$ cat src/rtl/des_key_schedule.sv
// DES key schedule: PC-1 once, C/D rotation per round, registered PC-2 subkeys.
// Optional DES_KEY_DECRYPT_EN adds a decrypt input that emits K16..K1.
module des_key_schedule #(
  parameter int NUM_ROUNDS = 16
) (
  input  logic        clk,
  input  logic        rst,
  input  logic [63:0] key_in,
  input  logic        key_start,
`ifdef DES_KEY_DECRYPT_EN
  input  logic        decrypt,
`endif
  output logic [47:0] key_dat,
  output logic        key_valid,
  input  logic        key_ready,
  output logic [4:0]  key_round,
  output logic        key_last,
  output logic        busy
);

  localparam logic [4:0] LAST = 5'(NUM_ROUNDS);

  localparam int PC1 [56] = '{
    57, 49, 41, 33, 25, 17,  9,
     1, 58, 50, 42, 34, 26, 18,
    10,  2, 59, 51, 43, 35, 27,
    19, 11,  3, 60, 52, 44, 36,
    63, 55, 47, 39, 31, 23, 15,
     7, 62, 54, 46, 38, 30, 22,
    14,  6, 61, 53, 45, 37, 29,
    21, 13,  5, 28, 20, 12,  4
  };

  localparam int PC2 [48] = '{
    14, 17, 11, 24,  1,  5,
     3, 28, 15,  6, 21, 10,
    23, 19, 12,  4, 26,  8,
    16,  7, 27, 20, 13,  2,
    41, 52, 31, 37, 47, 55,
    30, 40, 51, 45, 33, 48,
    44, 49, 39, 56, 34, 53,
    46, 42, 50, 36, 29, 32
  };

  typedef enum logic [1:0] {
    IDLE,
    RUN,
    DRAIN
  } state_t;

  state_t      state;
  logic [27:0] c;
  logic [27:0] d;
  logic [4:0]  cnt;

  // DES bit n maps to vector bit (width - n) on both sides
  function automatic logic [55:0] pc1(input logic [63:0] k);
    logic [55:0] r;
    r = '0;
    for (int i = 0; i < 56; i++)
      r[55-i] = k[64-PC1[i]];
    return r;
  endfunction

  function automatic logic [47:0] pc2(input logic [55:0] cd);
    logic [47:0] r;
    r = '0;
    for (int i = 0; i < 48; i++)
      r[47-i] = cd[56-PC2[i]];
    return r;
  endfunction

  function automatic logic shift_one(input logic [4:0] idx);
    return (idx == 5'd1) || (idx == 5'd2) ||
           (idx == 5'd9) || (idx == 5'd16);
  endfunction

  function automatic logic [27:0] rotl(
    input logic [27:0] h,
    input logic        one
  );
    return one ? {h[26:0], h[27]} : {h[25:0], h[27:26]};
  endfunction

`ifdef DES_KEY_DECRYPT_EN
  function automatic logic [27:0] rotr(
    input logic [27:0] h,
    input logic        one
  );
    return one ? {h[0], h[27:1]} : {h[1:0], h[27:2]};
  endfunction

  logic dec_q;
`endif

  logic [55:0] pc1_k;
  logic [27:0] c_st;
  logic [27:0] d_st;
  logic [27:0] c_nx;
  logic [27:0] d_nx;
  logic        sh_one;

  always_comb begin
    pc1_k  = pc1(key_in);
    c_st   = rotl(pc1_k[55:28], 1'b1);
    d_st   = rotl(pc1_k[27:0], 1'b1);
    sh_one = shift_one(cnt + 5'd1);
    c_nx   = rotl(c, sh_one);
    d_nx   = rotl(d, sh_one);
`ifdef DES_KEY_DECRYPT_EN
    if (decrypt) begin
      c_st = pc1_k[55:28];
      d_st = pc1_k[27:0];
    end
    if (dec_q) begin
      sh_one = shift_one(LAST + 5'd1 - cnt);
      c_nx   = rotr(c, sh_one);
      d_nx   = rotr(d, sh_one);
    end
`endif
  end

  always_ff @(posedge clk) begin
    if (rst) begin
      state     <= IDLE;
      c         <= '0;
      d         <= '0;
      cnt       <= '0;
      key_dat   <= '0;
      key_valid <= 1'b0;
      key_round <= '0;
      key_last  <= 1'b0;
      busy      <= 1'b0;
`ifdef DES_KEY_DECRYPT_EN
      dec_q     <= 1'b0;
`endif
    end else begin
      unique case (state)
        IDLE: begin
          if (key_start) begin
            c     <= c_st;
            d     <= d_st;
            cnt   <= 5'd1;
            busy  <= 1'b1;
            state <= RUN;
`ifdef DES_KEY_DECRYPT_EN
            dec_q <= decrypt;
`endif
          end
        end
        RUN: begin
          if (!key_valid || key_ready) begin
            key_dat   <= pc2({c, d});
            key_valid <= 1'b1;
            key_round <= cnt;
            key_last  <= (cnt == LAST);
            c         <= c_nx;
            d         <= d_nx;
            cnt       <= cnt + 5'd1;
            if (cnt == LAST)
              state <= DRAIN;
          end
        end
        DRAIN: begin
          if (key_valid && key_ready) begin
            key_valid <= 1'b0;
            key_last  <= 1'b0;
            key_round <= '0;
            busy      <= 1'b0;
            state     <= IDLE;
          end
        end
        default: state <= IDLE;
      endcase
    end
  end

endmodule

$ cat config.mk
export PLATFORM = sky130hd
export DESIGN_NAME = des_key_schedule
export DESIGN_NICKNAME = d
export VERILOG_FILES = /design/src/rtl/des_key_schedule.sv
export SDC_FILE = /design/constraint.sdc
export NUM_CORES = 1
export LEC_CHECK = 0
export CORE_ASPECT_RATIO = 1.5
export CORE_MARGIN = 1
export CORE_UTILIZATION = 48
export CTS_CLUSTER_DIAMETER = 150
export CTS_CLUSTER_SIZE = 24
export DETAILED_ROUTE_END_ITERATION = 8
export GPL_TIMING_DRIVEN = 0
export PLACE_DENSITY = 0.77
export SYNTH_ARGS = -nofsm -noshare
export SYNTH_HDL_FRONTEND = slang
export SYNTH_SLANG_ARGS = --single-unit
export TNS_END_PERCENT = 30
$ cat constraint.sdc
create_clock -name clk -period 2.4 [get_ports clk]
set_clock_uncertainty 0.2 [all_clocks]
set_input_delay 0.48 -clock clk [delete_from_list [all_inputs] [get_ports clk]]
set_output_delay 0.48 -clock clk [all_outputs]
set_load 0.005 [all_outputs]
==> results of run 1 <==
[through the flow]
stage               power, uW  instances
global placement         3420       1160
detailed placement       3420       1160
global route             6240       1191
finish                   6020       1191
floorplan                2960        884
CTS                      6000       1191
[repair_timing]
action / CTS / global route
endpoints found under the setup margin: 65 / 97
gates resized for setup: 16 / 30
buffers inserted: 0 / 0
hold buffers: 0 / 0
[where the power goes]
group	internal, uW	switching, uW
logic	476	696
clock network	1670	921
registers	2130	121
total	4280	1740
[registers in the layout, indices dropped and copies added (netlist names)]
register	count
key_last	1
key_valid	1
c	28
d	28
state	2
key_dat	48
cnt	5
key_round	5
busy	1
[layout make-up]
cell class	count	area [um2]	share of cell area [%]
Multi-Input combinational cell	617	3540	41.3
Buffer	89	490	5.72
Clock buffer	22	464	5.41
Sequential cell	119	2390	27.9
Tap cell	162	203	2.36
Clock inverter	9	125	1.46
Timing Repair Buffer	114	1140	13.3
Inverter	59	221	2.58
[worst max-delay path, cell delays in order (launching register included)]
cell and delay, ns:
dfxtp_1 0.45, and2b_1 0.27, buf_2 0.22, o21ai_1 0.37
clkbuf_1 0.53, nand2_1 0.11, a21oi_1 0.16
[metal layers]
metal / global-route usage [%] / vias to the layer above / routed length [um] / share of wire (%)
met1: 35.7 / 3335 / 8460 / 40
li1: - / 3429 / - / -
met2: 51.7 / 336 / 10400 / 50
met5: 0 / - / 0 / 0
met4: 14.4 / 0 / 716 / 3.4
met3: 4.85 / 56 / 1360 / 6.5
[worst paths after layout]
| path | end | slack [ns] | start |
|---|---|---|---|
| setup / recovery | key_dat[21]$_SDFFE_PP0P_ | 0.00008 | state[1]$_SDFFE_PP0P_ |
| hold / removal | key_round[1]$_SDFFE_PP0P_ | 0.25 | key_round[1]$_SDFFE_PP0P_ |
| setup reg to reg | key_dat[21]$_SDFFE_PP0P_ | 0.00008 | state[1]$_SDFFE_PP0P_ |
| hold reg to reg | key_round[1]$_SDFFE_PP0P_ | 0.25 | key_round[1]$_SDFFE_PP0P_ |
[logic make-up (layout without fill, tap and decap cells)]
| kind of cell | Yosys count | in the layout | share of synthesized area [%] |
|---|---|---|---|
| buf+inv | 148 | 293 | 10.3 |
| simple gates | 254 | 254 | 18.4 |
| fa+ha+maj | 4 | 4 | 0.761 |
| compound gates | 359 | 359 | 34.3 |
| flops | 119 | 119 | 36.2 |
[synth_stat cells (12+ instances only)]
master / instances / share of area, %
a21oi_1: 120 / 9.1
buf_6: 12 / 2.1
a211oi_1: 59 / 6.7
nand2_1: 166 / 9.5
dfxtp_1: 119 / 36
a21o_1: 58 / 6.6
inv_1: 59 / 3.4
clkbuf_1: 54 / 3.1
o211ai_1: 56 / 6.4
buf_1: 12 / 0.68
or4_1: 56 / 6.4
o21ai_1: 56 / 4.3
==> results by group, run 1 <==
Timing
  – RSZ-0062 raised after global routing: yes
  – Fmax: 0.417 GHz
  – Final Hold Vio Count: 0
  – Slew headroom: 49.7%
  – Slew Viols, Final: 0
  – Fin Hold WS: 0.248 ns
  – Fin crit share: 100%
  – Worst-margin pin slew: 0.754 ns
  – Post-route minimum period: 2.40 ns
  – Fin Setup TNS: 0 ns
  – Setup-failing EPs final: 0
  – Setup WS post-layout: 0.0000819 ns

Layout
  – Final Cell Area: 8580 um2
  – Commonest cells after routing, fill and taps aside: 166 x nand2_1, 120 x a21oi_1, 117 x dfxtp_1
  – Antenna Cells: 0
  – Util after Layout: 64.0%
  – Most common cell after layout, fill and taps aside: nand2_1
  – Nets@finish: 1089
  – Fillers: 1174
  – Share of post-route cells with drive strength above 1: 7.77%
  – Synth-to-layout area growth: 30.3%

Critical path
  – Worst path required time: 2.54 ns
  – Worst setup EP type: flop
  – Setup CP Type: flop to flop
  – Reg2reg path depth: 6
  – Startpoint Class: flop
  – CP Max Fanout: 10
  – Arr. time, crit path: 2.54 ns

Synthesis
  – Syn Nets: 956
  – Post-synthesis cell count: 884
  – Predominant post-synthesis flop cell: dfxtp_1
  – Cell Area, Synth: 6580 um2
  – Post-synth EDFFs: 0
  – Asr flop ratio synth: 0%
  – Unique masters post-synth: 33
  – Syn_area_per_cell: 7.44 um2
  – Yosys warns: 0
  – #FFs+latches synth: 119
  – Seq/Total Area, Yosys: 36.2%

Routing
  – Detailed Routing Iterations Pass 1: 5
  – WL final: 20900 um
  – Routed wire per std cell: 17.6 um
  – Detailed-route vias per instance: 6.01
  – DRC: 0
  – Post-route ant nets: 0
  – Vias: 7156
  – Count of routing violations after the opening detailed-route iteration: 707

Placed design
  – GP Congestion: 0.925
  – Port buffer count: 114
  – HPWL after DPL: 14600 um
  – Post-Place Setup Slack: -0.512 ns
  – DP Area: 7920 um2

Clock network
  – CTS Buffer Depth: 2
  – H-tree lvl count: 4
  – Clock-pin slew on the worst setup and hold paths: 0.06 ns
  – Clock Sink Count: 119
  – CTS Buf Count: 17
  – Clk_lat worst skew: 0.42 ns
  – CTS tree: yes
  – Root Buffer: clkbuf_16

Power
  – Maximum vdd ir drop: 0.539 mV
  – Cell Pwr Density: 702 nW/um2
  – Lkg Pwr: 0.00303 uW

Global route
  – First-pass GRT wire length: 34200 um
  – Pin count of the biggest net entering global routing: 17
  – Initial antenna violation count: 0
  – GRT Total Usage: 29.9%
  – Vias in the first global route: 6915
  – Remaining global-route overflow: 0

Floorplan
  – Ports: 124
  – Area of the die: 14200 um2
  – Die H: 145 um
  – Initial core utilization: 49.1%
  – # rows: 52
  – Core Box Area: 13400 um2
  – Die Width: 97.6 um

Hold path
  – Worst Hold Class: flop to flop
  – Hold path cells: 2

Outcome
  – Status: finished clean

Flow run
  – Max Cap Viol: 0
(Power assumes the default switching activity.)
==> inputs of run 2 (changes only) <==
CORE_UTILIZATION = 49   (was 48)
CTS_BUF_LIST = sky130_fd_sc_hd__clkbuf_4   (was default)
CTS_CLUSTER_SIZE = default   (was 24)
GPL_TIMING_DRIVEN = default   (was 0)
PLACE_DENSITY = 0.79   (was 0.77)
==> run 2 against run 1 <==
Net effect:
- design area decreased by 2.3%
- flip-flop and latch count unchanged
- fmax up 5.0%
- worst setup slack gained 0.11 ns
- first-iteration DRC count shrank 54%
- largest cell class unchanged
- largest power group is now sequential cells
- global-route usage fell by 4.8 points
- sequential power about the same
- register-to-register slack improved by 0.11 ns
- cell count fell by 2.7%
- utilization rose by 0.36 points
- highest routed layer unchanged
- critical path depth grew 1
==> results by group, run 2 (synthesized netlist as in run 1, its figures left out) <==
Critical path
  – Critical path startpoint: cnt[1]$_SDFFE_PP0P_
  – Worst reg2reg path startpoint: cnt[1]$_SDFFE_PP0P_
  – Worst path required time: 2.64 ns
  – Slowest CP cell: or4_1
  – Worst Setup EP: c[16]$_SDFFE_PP0P_
  – CP peak stage delay: 0.55 ns
  – Startpoint Class: flop
  – Reg2reg path depth: 7
  – Setup CP Type: flop to flop
  – Worst r2r dst: c[16]$_SDFFE_PP0P_
  – Critical Path, Cell by Cell: ha_2 -> and3_1 -> a21oi_1 -> o22a_4 -> buf_12 -> or4_1 -> o211ai_1
  – Arr. time, crit path: 2.52 ns
  – Worst setup EP type: flop
  – CP Max Fanout: 52
  – Reg2Reg Setup Slack: 0.12 ns

Floorplan
  – Initial core utilization: 50.5%
  – Die Width: 96.6 um
  – # rows: 51
  – Core Box Area: 13000 um2
  – Area of the die: 13900 um2
  – Die H: 144 um
  – Ports: 124

Global route
  – Layer with the highest usage: met2
  – Global Route met1 Usage: 28.9%
  – First-pass GRT wire length: 29000 um
  – GR Util met3: 4.38%
  – Pin count of the biggest net entering global routing: 61
  – Remaining global-route overflow: 0
  – Vias in the first global route: 6488
  – Met2 GRT Util: 45.5%
  – GRT Total Usage: 25.1%
  – Initial antenna violation count: 1

Timing
  – Fmax: 0.438 GHz
  – Worst-margin pin slew: 0.489 ns
  – Setup WS post-layout: 0.115 ns
  – Slew Viols, Final: 0
  – Fin Setup TNS: 0 ns
  – Slew headroom: 67.4%
  – Final Hold Vio Count: 0
  – Fin Hold WS: 0.222 ns
  – RSZ-0062 raised after global routing: no
  – Setup-failing EPs final: 0
  – Post-route minimum period: 2.28 ns
  – Fin crit share: 95.2%

Power
  – Power share of the sequential group: 46.4%
  – Switching power of the nets: 1560 uW
  – Lkg Pwr: 0.00295 uW
  – Net Sw Frac: 32.4%
  – P_int: 3270 uW
  – Clock share of power: 29.9%
  – Combinational Power Share: 23.7%
  – Maximum vdd ir drop: 0.337 mV
  – Cell Pwr Density: 576 nW/um2

Placed design
  – Post-Place Setup Slack: -0.197 ns
  – HPWL after DPL: 11600 um
  – Port buffer count: 115
  – Dpl cells: 1126
  – GP Congestion: 0.827

Clock network
  – Clock-pin slew on the worst setup and hold paths: 0.11 ns
  – CTS tree: yes
  – Clk_lat worst skew: 0.51 ns
  – Hold buffers post-CTS: 0
  – CTS Buf Count: 17
  – CTS Buffer Depth: 2
  – Clock Sink Count: 119
  – H-tree lvl count: 4
  – Root Buffer: clkbuf_4

Layout
  – Top Registers: key_dat x48, c x28, d x28
  – Commonest cells after routing, fill and taps aside: 166 x nand2_1, 120 x a21oi_1, 118 x dfxtp_1
  – Finished Layout Cells: 1159
  – Nets@finish: 1058
  – Most common cell after layout, fill and taps aside: nand2_1
  – Util after Layout: 64.3%
  – Largest register FFs: 48
  – Reg with most FFs: key_dat
  – Synth-to-layout area growth: 27.3%
  – Share of post-route cells with drive strength above 1: 9.91%

Hold path
  – Worst Hold Class: input port to flop
  – Hold path cells: 2

Routing
  – Post-route ant nets: 0
  – Routed wire per std cell: 14.9 um
  – Vias: 6771
  – Count of routing violations after the opening detailed-route iteration: 326
  – Detailed-route vias per instance: 5.84
  – Detailed Routing Iterations Pass 1: 5
  – WL final: 17300 um
  – DRC: 0

Outcome
  – Status: finished clean

Flow run
  – Max Cap Viol: 0
run 2: how the worst min path moves through the flow:
stage | start | endpoint
floorplan | d[24]$_SDFFE_PP0P_ | key_dat[0]$_SDFFE_PP0P_
global placement | key_dat[38]$_SDFFE_PP0P_ | key_dat[38]$_SDFFE_PP0P_
detailed placement | key_dat[44]$_SDFFE_PP0P_ | key_dat[44]$_SDFFE_PP0P_
CTS | rst | key_dat[7]$_SDFFE_PP0P_
global route | rst | key_dat[21]$_SDFFE_PP0P_
finish | rst | key_dat[16]$_SDFFE_PP0P_
run 2: area by class of cell:
| type | count | area [um2] |
|---|---|---|
| fillers | 1194 | 4640 |
| multi-input cells | 617 | 3560 |
| flip-flops and latches | 119 | 2380 |
| repair buffers | 172 | 1730 |
| inverters | 59 | 221 |
| well taps | 159 | 199 |
| clock inverters | 15 | 155 |
| clock buffers | 17 | 128 |
| diodes | 1 | 2.50 |
run 2: per-layer routing:
metal	part of all wire, %	wire (um)	up-vias
met5	0	0	-
met4	2.0	352	0
met3	4.3	752	29
met2	52	9020	202
met1	42	7200	3171
li1	-	-	3369
run 2: power by group through the flow:
stage / Clock [uW] / Combinational [uW] / Sequential, uW
detailed placement: 0 / 1140 / 2280
global placement: 0 / 1120 / 2280
floorplan: 0 / 702 / 2260
CTS: 1480 / 1140 / 2240
global route: 1580 / 1250 / 2260
finish: 1450 / 1140 / 2240
run 2: metrics by stage:
stage,power [uW],instance area (um2)
floorplan,2960,6580
global placement,3400,8090
finish,4830,8380
global route,5100,8380
detailed placement,3420,8090
CTS,4860,8370
run 2: repair_timing:
action / in CTS / in global routing
setup buffers: 0 / 0
endpoints found under the setup margin: 0 / 53
gates resized for setup: 0 / 2
run 2: critical path, delay by kind of cell (launching register included):
family | cells | cell delay [ns]
fa+ha+maj | 1 | 0.27
compound gates | 3 | 0.40
simple gates | 2 | 0.76
buf+inv | 1 | 0.18
flops | 1 | 0.39
==> inputs of run 3 (changes only) <==
CAP_MARGIN = 20   (was default)
==> results of run 3 <==
Same layout as run 2: the final DEF is identical, and so are final timing and power.
